`config.mk`:
```
export PLATFORM = sky130hd
export DESIGN_NAME = mem_stage
export DESIGN_NICKNAME = d
export VERILOG_FILES = /design/src/rtl/mem_stage.sv
export SDC_FILE = /design/constraint.sdc
export NUM_CORES = 1
export LEC_CHECK = 0
export ABC_AREA = 1
export CORE_ASPECT_RATIO = 0.6
export CORE_UTILIZATION = 38
export DETAILED_ROUTE_END_ITERATION = 8
export PLACE_DENSITY_LB_ADDON = 0.2
export REMOVE_ABC_BUFFERS = 1
export SYNTH_ARGS = -nofsm -noshare
export SYNTH_HDL_FRONTEND = slang
export SYNTH_SLANG_ARGS = --single-unit
```
`constraint.sdc`:
```
create_clock -name clk -period 1.9 [get_ports clk]
set_input_delay 0.285 -clock clk [delete_from_list [all_inputs] [get_ports clk]]
set_output_delay 0.285 -clock clk [all_outputs]
set_load 0.005 [all_outputs]
```
`src/rtl/mem_stage.sv`:
```
// -----------------------------------------------------------------------------
// mem_stage: MEM pipeline stage with a request/acknowledge data-memory port,
// a bounded wait for the acknowledge, and the MEM/WB pipeline register.
//
// Ports
//   clk, rst_n                    clock, synchronous active-low reset
//   RegWr_EX, MemWr_EX, MemRd_EX  EX/MEM control bits
//   WBdata_EX[1:0]                write-back select: 00 ALU, 01 mem, 10 npc, 11 = 00
//   ALUout, D, npc3 [31:0]        ALU result / data address, store data, return PC
//   rd3[3:0]                      EX/MEM destination register
//   dmem_req, dmem_we             registered memory request and write enable
//   dmem_addr, dmem_wdata [31:0]  registered memory address and store data
//   dmem_rdata[31:0], dmem_ack    memory response
//   stall_mem                     combinational hold for IF/ID/EX and EX/MEM
//   RegWr_MEM, rd4[3:0], wb_data  MEM/WB register contents
//   mem_err                       sticky timeout flag, cleared only by reset
//   fsm_state                     debug view of the FSM (0 = IDLE, 1 = ACCESS)
//
// Memory handshake: once dmem_req rises it stays high, together with dmem_we,
// dmem_addr and dmem_wdata, until the edge at which dmem_ack is sampled high or
// the wait budget runs out. dmem_ack outside an access is ignored.
// -----------------------------------------------------------------------------
module mem_stage #(
    parameter int TIMEOUT_CYCLES = 16
) (
    input  logic        clk,
    input  logic        rst_n,
    input  logic        RegWr_EX,
    input  logic        MemWr_EX,
    input  logic        MemRd_EX,
    input  logic [1:0]  WBdata_EX,
    input  logic [31:0] ALUout,
    input  logic [31:0] D,
    input  logic [31:0] npc3,
    input  logic [3:0]  rd3,
    output logic        dmem_req,
    output logic        dmem_we,
    output logic [31:0] dmem_addr,
    output logic [31:0] dmem_wdata,
    input  logic [31:0] dmem_rdata,
    input  logic        dmem_ack,
    output logic        stall_mem,
    output logic        RegWr_MEM,
    output logic [3:0]  rd4,
    output logic [31:0] wb_data,
    output logic        mem_err,
    output logic        fsm_state
);

    localparam int CW = $clog2(TIMEOUT_CYCLES) + 1;

    localparam logic [0:0] IDLE   = 1'b0;
    localparam logic [0:0] ACCESS = 1'b1;

    logic [0:0]    state;
    logic [CW-1:0] count;
    logic          memop;
    logic          timeout;
    logic [31:0]   wb_sel;

    // A store wins when both MemRd and MemWr are set: dmem_we follows MemWr.
    assign memop     = MemRd_EX | MemWr_EX;
    assign timeout   = (count == CW'(TIMEOUT_CYCLES - 1));
    assign fsm_state = state[0];

    // The ACCESS term is gated by rst_n so a reset cycle never holds the pipe
    // just because the stage was mid-access when reset arrived.
    assign stall_mem = ((state == IDLE) & memop) |
                       (rst_n & (state == ACCESS) & ~dmem_ack & ~timeout);

    // Reserved select 11 falls back to the ALU result.
    always_comb begin
        wb_sel = ALUout;
        case (WBdata_EX)
            2'b01:   wb_sel = dmem_rdata;
            2'b10:   wb_sel = npc3;
            default: wb_sel = ALUout;
        endcase
    end

    always_ff @(posedge clk) begin
        if (!rst_n) begin
            state      <= IDLE;
            count      <= '0;
            dmem_req   <= 1'b0;
            dmem_we    <= 1'b0;
            dmem_addr  <= '0;
            dmem_wdata <= '0;
            RegWr_MEM  <= 1'b0;
            rd4        <= '0;
            wb_data    <= '0;
            mem_err    <= 1'b0;
        end else begin
            case (state)
                IDLE: begin
                    if (memop) begin
                        state      <= ACCESS;
                        count      <= '0;
                        dmem_req   <= 1'b1;
                        dmem_we    <= MemWr_EX;
                        dmem_addr  <= ALUout;
                        dmem_wdata <= D;
                        // stalled cycle: bubble into MEM/WB
                        RegWr_MEM  <= 1'b0;
                        rd4        <= '0;
                        wb_data    <= '0;
                    end else begin
                        RegWr_MEM <= RegWr_EX;
                        rd4       <= rd3;
                        wb_data   <= wb_sel;
                    end
                end
                ACCESS: begin
                    if (dmem_ack) begin
                        // ack has priority over a coincident timeout
                        state     <= IDLE;
                        dmem_req  <= 1'b0;
                        dmem_we   <= 1'b0;
                        RegWr_MEM <= RegWr_EX;
                        rd4       <= rd3;
                        wb_data   <= wb_sel;
                    end else if (timeout) begin
                        state     <= IDLE;
                        dmem_req  <= 1'b0;
                        dmem_we   <= 1'b0;
                        mem_err   <= 1'b1;
                        RegWr_MEM <= 1'b0;
                        rd4       <= '0;
                        wb_data   <= '0;
                    end else begin
                        count     <= count + CW'(1);
                        RegWr_MEM <= 1'b0;
                        rd4       <= '0;
                        wb_data   <= '0;
                    end
                end
                default: state <= IDLE;
            endcase
        end
    end

endmodule

```
---- Word level (Yosys, flattened, before mapping) ----
Cells that the tools add are included.
cells by class
  eq/ne operators ......................... 7
  reduce and logical (&&, ||, !) cells .... 4
  bitwise gates (word level) .............. 9
  mux-type cells .......................... 24
  add/subtract/negate cells ............... 1
operator list
  cell                                                                   count
  32-bit one-hot mux with 2 select lines                                 2
  32-bit 2-to-1 mux                                                      2
  5-bit 2-to-1 mux                                                       3
  5-bit one-hot mux with 2 select lines                                  1
  1-bit 2-to-1 mux                                                       9
  4-bit 2-to-1 mux                                                       2
  1-bit one-hot mux with 2 select lines                                  4
  4-bit one-hot mux with 2 select lines                                  1
  2-bit != test, second input constant                                   3
  3-bit AND reduction                                                    2
  5-bit by 1-bit adder with 5-bit output, second input constant          1
  5-bit by 4-bit equality test with 1-bit output, second input constant  1
  1-bit bitwise AND                                                      4
  2-bit AND reduction                                                    2
  3-bit by 2-bit != test with 1-bit output, second input constant        1
  1-bit inverter                                                         3
  2-bit by 1-bit equality test with 1-bit output, second input constant  1
  2-bit equality test, second input constant                             1
  1-bit OR                                                               2
word-level totals
  input port bits ......................... 140
  word-level logic and storage cells ...... 55
  output and inout bits ................... 106
  register bits ........................... 110

---- Longest topological paths before layout ----
  depth in word-level cells ............... 4
  depth in mapped cells ................... 10
  depth with buffers taken out ............ 10

---- Worst setup path after synthesis ----
Ideal clock, no wire load.
  kind .................................... register to output
  from .................................... reg count[0]
  to ...................................... out stall_mem
  data arrival time ....................... 1.213 ns
  stages on the path, launching flop included .. 8
  path slack .............................. 0.402 ns
  cell sequence ........................... dfxtp_1 > ha_1 > nand2_1 > nor2_1 > ha_1 > nor2_1 > nand2_1 > o21ai_0
on the way
  longest elaborated chain between the ends .. 4
RTL lines
  item                                            line  source
  start: declaration                              56    logic [CW-1:0] count;
  start signal: assignment                        131   count <= count + CW'(1);
  5-bit by 4-bit equality test with 1-bit output  63    assign timeout = (count == CW'(TIMEOUT_CYCLES - 1));
  1-bit inverter                                  69    (rst_n & (state == ACCESS) & ~dmem_ack & ~timeout);
  1-bit bitwise AND                               69
  1-bit OR                                        68    assign stall_mem = ((state == IDLE) & memop) |
  end: declaration                                42    output logic stall_mem,
No other way between the ends.

---- Final worst setup path ----
Same ends and word-level chain as after synthesis.

==> impl_metrics.py <==
metrics = {
    "pwr": {
        "p_int_mw": 4.34,
        "power.leakage_nw": 2.94,
        "p_per_area_mw_per_mm2": 800,
        "p_switching_mw": 1.44,
        "ir_worst_vdd_v": 0.000530,
        "sw_frac_of_total": 0.250,
        "p_seq_frac": 0.445,
        "clockPowerShare": 0.336,
        "p_comb_frac": 0.219,
    },
    "synthesis": {
        "ys_types": 21,
        "synth_compound_area_frac": 0.126,
        "synth-seq-cells": 110,
        "avgSynthCellArea_sq_um": 7.50,
        "synth_fa_ha_area_frac": 0.0117,
        "synth_xor_area_frac": 0,
        "yosys_warnings": 0,
        "synth-simple-area-share": 0.275,
        "synth_mux_area_frac": 0,
        "synth_top_area_cell": "dfxtp_1",
        "netlist_instances": 568,
        "syn_area_sq_mm": 0.00426,
        "synth_top_family_by_area": "simple AND/OR/NAND/NOR gates",
        "synth_area_leaders": "dfxtp_1 (52%), nor2_1 (15%), o21ai_0 (11%)",
        "synth_top_area_share": 0.517,
        "ys_seq_area_frac": 0.517,
    },
    "timing": {
        "fin_crit_ns": 1.84,
        "final-setup-viol-count": 0,
        "tightest_slew_ns": 0.615,
        "setup_ws_ns": 0.0615,
        "slew_viol_final": 0,
        "hold_ws_ns": 0.258,
        "fmax_mhz": 544,
        "finalCritPeriodShare": 0.968,
        "max_slew_margin": 0.590,
        "hold_viol_final": 0,
        "fin_skew_ns": 0.00600,
    },
    "finish": {
        "area_growth_pct": 69.4,
        "post-route-util": 0.673,
        "multiInputGateArea_sq_mm": 0.00179,
        "stdcell_count": 958,
        "n_fill_cell": 900,
        "regArea_sq_mm": 0.00221,
        "insertedDiodeCount": 0,
        "drive_gt1_frac": 0.0708,
        "final_area_sq_mm": 0.00722,
        "layout.nets": 958,
    },
    "drt": {
        "route.detailed.drc": 15,
        "drt-initial-drc-count": 265,
        "final_antenna_net_count": 0,
        "routed-via-count": 4572,
        "drt-total-wl_um": 14000,
        "first_pass_iters": 8,
        "wl_per_cell_um": 14.6,
        "viasPerCell": 4.77,
    },
    "run_status": {
        "status": "finished with violations",
        "violations": "DRC",
    },
    "clocking": {
        "insertion_delay_ns": 0.34,
        "numCtsBuffers": 9,
        "cts-root-buf": "clkbuf_16",
        "clockBufferDepth": 2,
        "h-tree-depth": 3,
        "cts_sinks": 110,
        "cts_tree": "yes",
        "clkSlewWorstSetupHoldPaths_ns": 0.07,
    },
    "global_route": {
        "grt_start_max_net_pins": 70,
        "globalRouteOverflowTotal": 0,
        "track_usage": 0.242,
        "antenna_found_initial": 0,
        "grt_pass1_wl_um": 22400,
        "grt_pass1_vias": 4632,
    },
    "worst_setup_path": {
        "cp_cell_sequence": "ha_4 -> nand2_4 -> nor2_2 -> ha_2 -> nor2_2 -> nand2_1 -> o21ai_1 -> buf_2",
        "critPathSlowestCell": "dfxtp_4",
        "start_kind": "register",
        "cp_max_fo": 3,
        "crit_arrival_ns": 1.55,
        "crit_top_cell": "nor2_2",
        "crit_type": "reg2out",
        "crit_required_ns": 1.62,
        "max_stage_delay_ns": 0.36,
        "end_kind": "primary output",
    },
    "run": {
        "cap_viol_max_count": 0,
    },
    "place": {
        "gp_congestion": 0.808,
        "dpl.cell_count": 939,
        "placed_area_sq_mm": 0.00686,
        "place_ws_ns": -0.118,
        "port_buffers": 245,
        "dpl.hpwl_um": 10200,
    },
    "die": {
        "initial_core_util": 0.397,
        "die_y_um": 84.0,
        "ios": 246,
        "die_x_um": 139,
        "dieArea_sq_mm": 0.0117,
        "rows": 29,
        "core-area_sq_mm": 0.0107,
    },
    "hold_path": {
        "hold_class": "in2reg",
    },
}
synth_stat cells:
cell	count
nor2_1	175
dfxtp_1	110
o21ai_0	97
nand2_1	79
nand3_1	38
inv_1	14
buf_2	13
clkbuf_1	10
buf_6	9
buf_4	4
ha_1	4
inv_2	3
a21oi_1	2
a21oi_2	2
o21ai_1	2
a31oi_1	1
buf_1	1
nand2_4	1
nor2_2	1
nor2_4	1
o21a_1	1
cell usage in the layout (no fill, tap or decap), types with 9 or more instances in the layout:
cell / synthesis / layout
buf_4: 4 / 24
clkdlybuf4s50_1: 0 / 243
nand3_1: 38 / 38
dfxtp_1: 110 / 109
nor2_1: 175 / 173
nand2_1: 79 / 78
clkbuf_16: 0 / 9
inv_1: 14 / 14
o21ai_0: 97 / 96
worst max-delay path, delay by kind of cell (launching register included):
kind,cells,cell delay [ns]
buf+inv,1,0.12
flops,1,0.36
compound gates,1,0.12
fa+ha+maj,2,0.36
simple gates,4,0.26
repair_timing:
action                                  4_1_cts  5_1_grt
endpoints found under the setup margin        1        1
gates resized for setup                       9        5
pin swaps                                     3        4
hold buffers                                  0        0
setup buffers                                 3        0
cloned                                        0        0
path summary, 6_finish.rpt:
| path | startpoint | to | slack, ns | depth (start not counted) |
|---|---|---|---|---|
| worst max-delay path | count[0] | stall_mem | 0.06 | 8 |
| worst min-delay path | rst_n | dmem_req | 0.26 | 3 |
| worst max register to register | count[0] | count[4] | 0.16 | 9 |
| worst min register to register | dmem_we | dmem_we | 0.47 | 2 |
power by group through the flow:
stage / clock network [mW] / registers [mW] / logic [mW]
after global placement: 0 / 2.61 / 1.24
after CTS: 1.98 / 2.57 / 1.28
final: 1.94 / 2.57 / 1.27
after detailed placement: 0 / 2.62 / 1.27
after global routing: 2.08 / 2.59 / 1.39
after floorplan: 0 / 2.64 / 0.371
per-stage QoR:
stage | TNS (ns) | power, mW
6_report | 0 | 5.78
5_1_grt | -0.0154 | 6.06
4_1_cts | 0 | 5.83
3_5_place_dp | -0.123 | 3.89
3_3_place_gp | -0.0948 | 3.86
2_1_floorplan | -8.84 | 3.01
per-layer routing:
layer	vias to the layer above	GRT usage	routed length (um)
li1	2313	-	-
met1	2071	0.282	5810
met2	180	0.437	6830
met3	8	0.0746	1260
met4	0	0.0525	106
met5	-	0	0
cell type report:
type                       count  share of cell area
clock buffer                  12              0.0355
inverter                      17             0.00883
sequential                   110               0.305
multi-input combinational    404               0.247
timing repair buffer         272               0.371
clock inverter                 4             0.00745
tap                          139              0.0241
state kept, by name, summed over array words and instances (netlist names):
signal      cells
dmem_req        1
wb_data        32
dmem_we         1
mem_err         1
fsm_state       1
dmem_addr      32
RegWr_MEM       1
rd4             4
dmem_wdata     32
count           5
cell families after synthesis:
group,Yosys count
AND/OR/NAND/NOR,295
flip-flops,110
adder cells (fa/ha/maj),4
AO/OA/AOI/OAI,105
buffers and inverters,54
No activity file was read; power rests on OpenSTA's default activity.
==> variant 1: new RTL, config.mk and constraints unchanged <==
Change the parameter `TIMEOUT_CYCLES` from 16 to 32.
--- a/src/rtl/mem_stage.sv
+++ b/src/rtl/mem_stage.sv
@@ -22,5 +22,5 @@
 // -----------------------------------------------------------------------------
 module mem_stage #(
-    parameter int TIMEOUT_CYCLES = 16
+    parameter int TIMEOUT_CYCLES = 32
 ) (
     input  logic        clk,
Check against the original RTL: same outputs for any inputs over 10 cycles, from zero or initial values and one cycle with rst_n low; that may be too few to reach the edited logic, so the function may still have changed.
==> variant 1 against the original RTL <==
Combinational power increased by 5%. Critical endpoint unchanged. Sequential share of layout area decreased by 0.091 points. Total power decreased by 1.2%. Worst setup slack improved by 0.029 ns. Design area increased by 1.0%. Sequential cell count increased by 1. Wire length increased by 6.4%. Synthesized area increased by 1.3%.
==> variant 1: results (changes against the original RTL) <==
Status
  – Outcome: completed (was finished, violations left)

Layout
  – NonClk Buf Share: 0.3674 (was 0.3714)
  – Nets: 937 (was 958)
  – Multi-input combinational area share: 0.2560 (was 0.2474)
  – Footprint of the multi-input gates: 0.001868 mm2 (was 0.001787 mm2)
  – Fill cells: 890 (was 900)
  – Plain + repair buffers: 268 (was 272)
  – Invs w/o clock: 20 (was 17)
  – Share of cells above drive strength 1: 0.09512 (was 0.07082)
  – Seq/total area: 0.3045 (was 0.3054)
  – Multi-input gate count: 384 (was 404)

Pwr
  – Leak: 0.002829 uW (was 0.002938 uW)
  – P_int: 4204 uW (was 4336 uW)
  – Clk power: 1770 uW (was 1940 uW)
  – P_comb: 1330 uW (was 1270 uW)
  – Max VDD drop: 0.5563 mV (was 0.5298 mV)

Place
  – Placed instance area: 0.007004 mm2 (was 0.006864 mm2)
  – HPWL after DPL: 10730 um (was 10150 um)
  – Routability Congestion: 0.8680 (was 0.8083)
  – Setup slack at placement: -0.07502 ns (was -0.1176 ns)

Worst setup path
  – CP arrival: 1.52 ns (was 1.55 ns)
  – Slowest cell on crit path: dfxtp_1 (was dfxtp_4)
  – Slowest stage delay, CP: 0.38 ns (was 0.36 ns)
  – Worst R2R Setup Slack: 0.43 ns (was 0.16 ns)
  – R2r endpoint: count[5]$_SDFFE_PN0P_ (was count[4]$_SDFFE_PN0P_)
  – R2r worst-path depth: 7 (was 9)

Yosys
  – Yosys reg bits: 111 (was 110)
  – Synth cell count leaders: 139 x nor2_1, 111 x dfxtp_1, 70 x o21ai_0 (was 175 x nor2_1, 110 x dfxtp_1, 97 x o21ai_0)
  – Synth top area cells: dfxtp_1 51%, nor2_1 12%, o21ai_0 8.1% (was dfxtp_1 52%, nor2_1 15%, o21ai_0 11%)

STA
  – Worst slew pin tran: 0.6241 ns (was 0.6145 ns)
  – Min Tclk post-route: 1.810 ns (was 1.839 ns)
  – Clock skew: 0.006543 ns (was 0.006000 ns)

Detailed routing
  – Total Wirelength: 14900 um (was 14000 um)
  – Pre-antenna DRT Iters: 5 (was 8)
  – Iter 0 DRT Violations: 186 (was 265)
  – Via density: 4.937 (was 4.772)

GRT
  – Vias in the first global route: 4687 (was 4632)
  – Gr usage total: 0.2527 (was 0.2419)
  – First-pass GRT wire length: 23660 um (was 22440 um)

Clock network
  – Post_cts resized: 2 (was 9)
  – Post-CTS setup buffers: 0 (was 3)

Worst hold path
  – Worst Hold End: dmem_req$_SDFFE_PN0P_ (unchanged)
==> variant 1: cell types whose count changed after synthesis, sizes merged, moves of 14 or more <==
cell and change:
a21oi +66, nor2 -37, nand3 -30, nand2 -23, buf -14, clkbuf +14
==> variant 1: cells by family (layout without fill, tap and decap cells) <==
kind of cell	Yosys count	count (layout)	share of synthesized area
buf+inv	57	304	0.05768
flops	111	111	0.5148
simple gates	209	209	0.1887
compound gates	172	172	0.2301
fa+ha+maj	3	3	0.008697
==> variant 1: per-stage QoR <==
stage	util	TNS, ns	power [uW]	instances
2_1_floorplan	-	-46.70	3060	515
4_1_cts	0.6738	0	5738	938
3_5_place_dp	0.6478	-0.2280	3983	922
6_report	0.6750	0	5708	938
3_3_place_gp	0.6478	-0.04447	3946	922
5_1_grt	0.6750	0	5984	938
==> variant 1: metal layers <==
metal,routed length [um],global-route usage,vias up
li1,-,-,2286
met1,6198,0.2956,2134
met2,7187,0.4532,201
met3,1397,0.08728,10
met4,114,0.04496,0
met5,0,0,-
==> variant 2: new RTL, same settings <==
Without the edit above. Reset style: asynchronous (`rst_n`), changed in one clocked block. Comments in the files are not updated.
--- a/src/rtl/mem_stage.sv
+++ b/src/rtl/mem_stage.sv
@@ -79,5 +79,5 @@
     end
 
-    always_ff @(posedge clk) begin
+    always_ff @(posedge clk or negedge rst_n) begin
         if (!rst_n) begin
             state      <= IDLE;
Formal check against the unedited RTL: differs if rst_n is asserted again (counterexample within 4 cycles, from zero or initial values and one cycle with rst_n low); with rst_n held inactive, the same outputs for 10 cycles.
==> variant 2 against the original RTL <==
Sequential share of layout area is 4.7 points higher. Sequential cell count stayed put. Worst setup slack lost 0.012 ns. Critical path type unchanged. Wire length shrank 1.7%. Synthesized area up 13%. Die area increased by 13%. Global-route usage fell by 2.6 points. Highest routed layer unchanged. Design area increased by 8.1%.
Power is not compared: it rests on default switching activity, and its combinational part moved more than twofold at a synthesized area within 25%.
==> variant 2: results (changes against the original RTL) <==
Status
  – Outcome: completed (was finished, violations left)

Detailed routing
  – Via density: 4.439 (was 4.772)
  – DR vias: 4585 (was 4572)
  – Iter 0 DRT Violations: 161 (was 265)
  – Total Wirelength: 13770 um (was 14000 um)
  – Pre-antenna DRT Iters: 4 (was 8)

STA
  – Slew HR: 0.4882 (was 0.5903)
  – Clock skew: 0.007752 ns (was 0.006000 ns)
  – Hold_ws: 0.06551 ns (was 0.2585 ns)
  – Final setup margin: 0.04937 ns (was 0.06148 ns)

Layout
  – Share of cells above drive strength 1: 0.05876 (was 0.07082)
  – Seq/total area: 0.3525 (was 0.3054)
  – Fill cells: 1030 (was 900)
  – Footprint of the multi-input gates: 0.001750 mm2 (was 0.001787 mm2)
  – Multi-input gate count: 430 (was 404)
  – Plain + repair buffers: 264 (was 272)
  – Invs w/o clock: 48 (was 17)
  – Nets: 1007 (was 958)
  – ClkCell Share: 0.03589 (was 0.04296)
  – Leading registers by flop count: dmem_addr x32, dmem_wdata x32, wb_data x32 (unchanged)
  – NonClk Buf Share: 0.3377 (was 0.3714)

Place
  – HPWL after DPL: 9891 um (was 10150 um)
  – Routability Congestion: 0.7832 (was 0.8083)
  – Setup slack at placement: -0.08703 ns (was -0.1176 ns)
  – Placed instance area: 0.007480 mm2 (was 0.006864 mm2)

GRT
  – Vias in the first global route: 4453 (was 4632)
  – Gr usage total: 0.2154 (was 0.2419)
  – Pin count of the biggest net entering global routing: 69 (was 70)
  – First-pass GRT wire length: 21990 um (was 22440 um)

Yosys
  – FFs w/ async S/R, synth: 1.000 (was 0)
  – Register area share after synthesis: 0.5704 (was 0.5166)
  – Synth Area in Compound Gates: 0.04122 (was 0.1259)
  – Netlist Area Pre-Place: 0.004826 mm2 (was 0.004263 mm2)
  – Synth top area cells: dfrtp_1 57%, nand2_1 23%, nor2_1 6.0% (was dfxtp_1 52%, nor2_1 15%, o21ai_0 11%)
  – Synth cell types: 22 (was 21)
  – Synth cell count leaders: 301 x nand2_1, 110 x dfrtp_1, 77 x nor2_1 (was 175 x nor2_1, 110 x dfxtp_1, 97 x o21ai_0)
  – Mapped Cells: 618 (was 568)

Worst setup path
  – Slowest stage delay, CP: 0.39 ns (was 0.36 ns)
  – Largest fanout on the critical path: 2 (was 3)
  – Slowest cell on crit path: dfrtp_1 (was dfxtp_4)
  – CP arrival: 1.57 ns (was 1.55 ns)

Pwr
  – Clk pwr share: 0.221

Clock network
  – Post-CTS setup buffers: 4 (was 3)
  – H-tree levels: 3 (unchanged)

Worst hold path
  – Worst min-delay path category: in -> async (was in -> reg)
==> variant 2: cell count changes after synthesis, moves of 2 or more <==
cell	before	now
nand2_1	79	301
dfrtp_1	0	110
dfxtp_1	110	0
nor2_1	175	77
o21ai_0	97	34
nand3_1	38	3
inv_1	14	46
buf_6	9	2
a21oi_2	2	0
inv_2	3	1
==> variant 2: path summary, 6_finish.rpt <==
kind,from,end,cells past startpoint
worst max-delay path,count[0]$_DFFE_PN0P_,stall_mem,8
worst min-delay path,rst_n,rd4[3]$_DFF_PN0_,2
worst max register to register,count[0]$_DFFE_PN0P_,count[3]$_DFFE_PN0P_,11
worst min register to register,mem_err$_DFFE_PN0P_,mem_err$_DFFE_PN0P_,1
max in group asynchronous,rst_n,wb_data[30]$_DFF_PN0_,2
min in group clk,rd3[0],rd4[0]$_DFF_PN0_,3
==> variant 2: routing by layer <==
layer,GRT usage,part of all wire
met1,0.2636,0.43
met2,0.3726,0.48
met5,0,0
met4,0.05436,0.0060
met3,0.07143,0.085
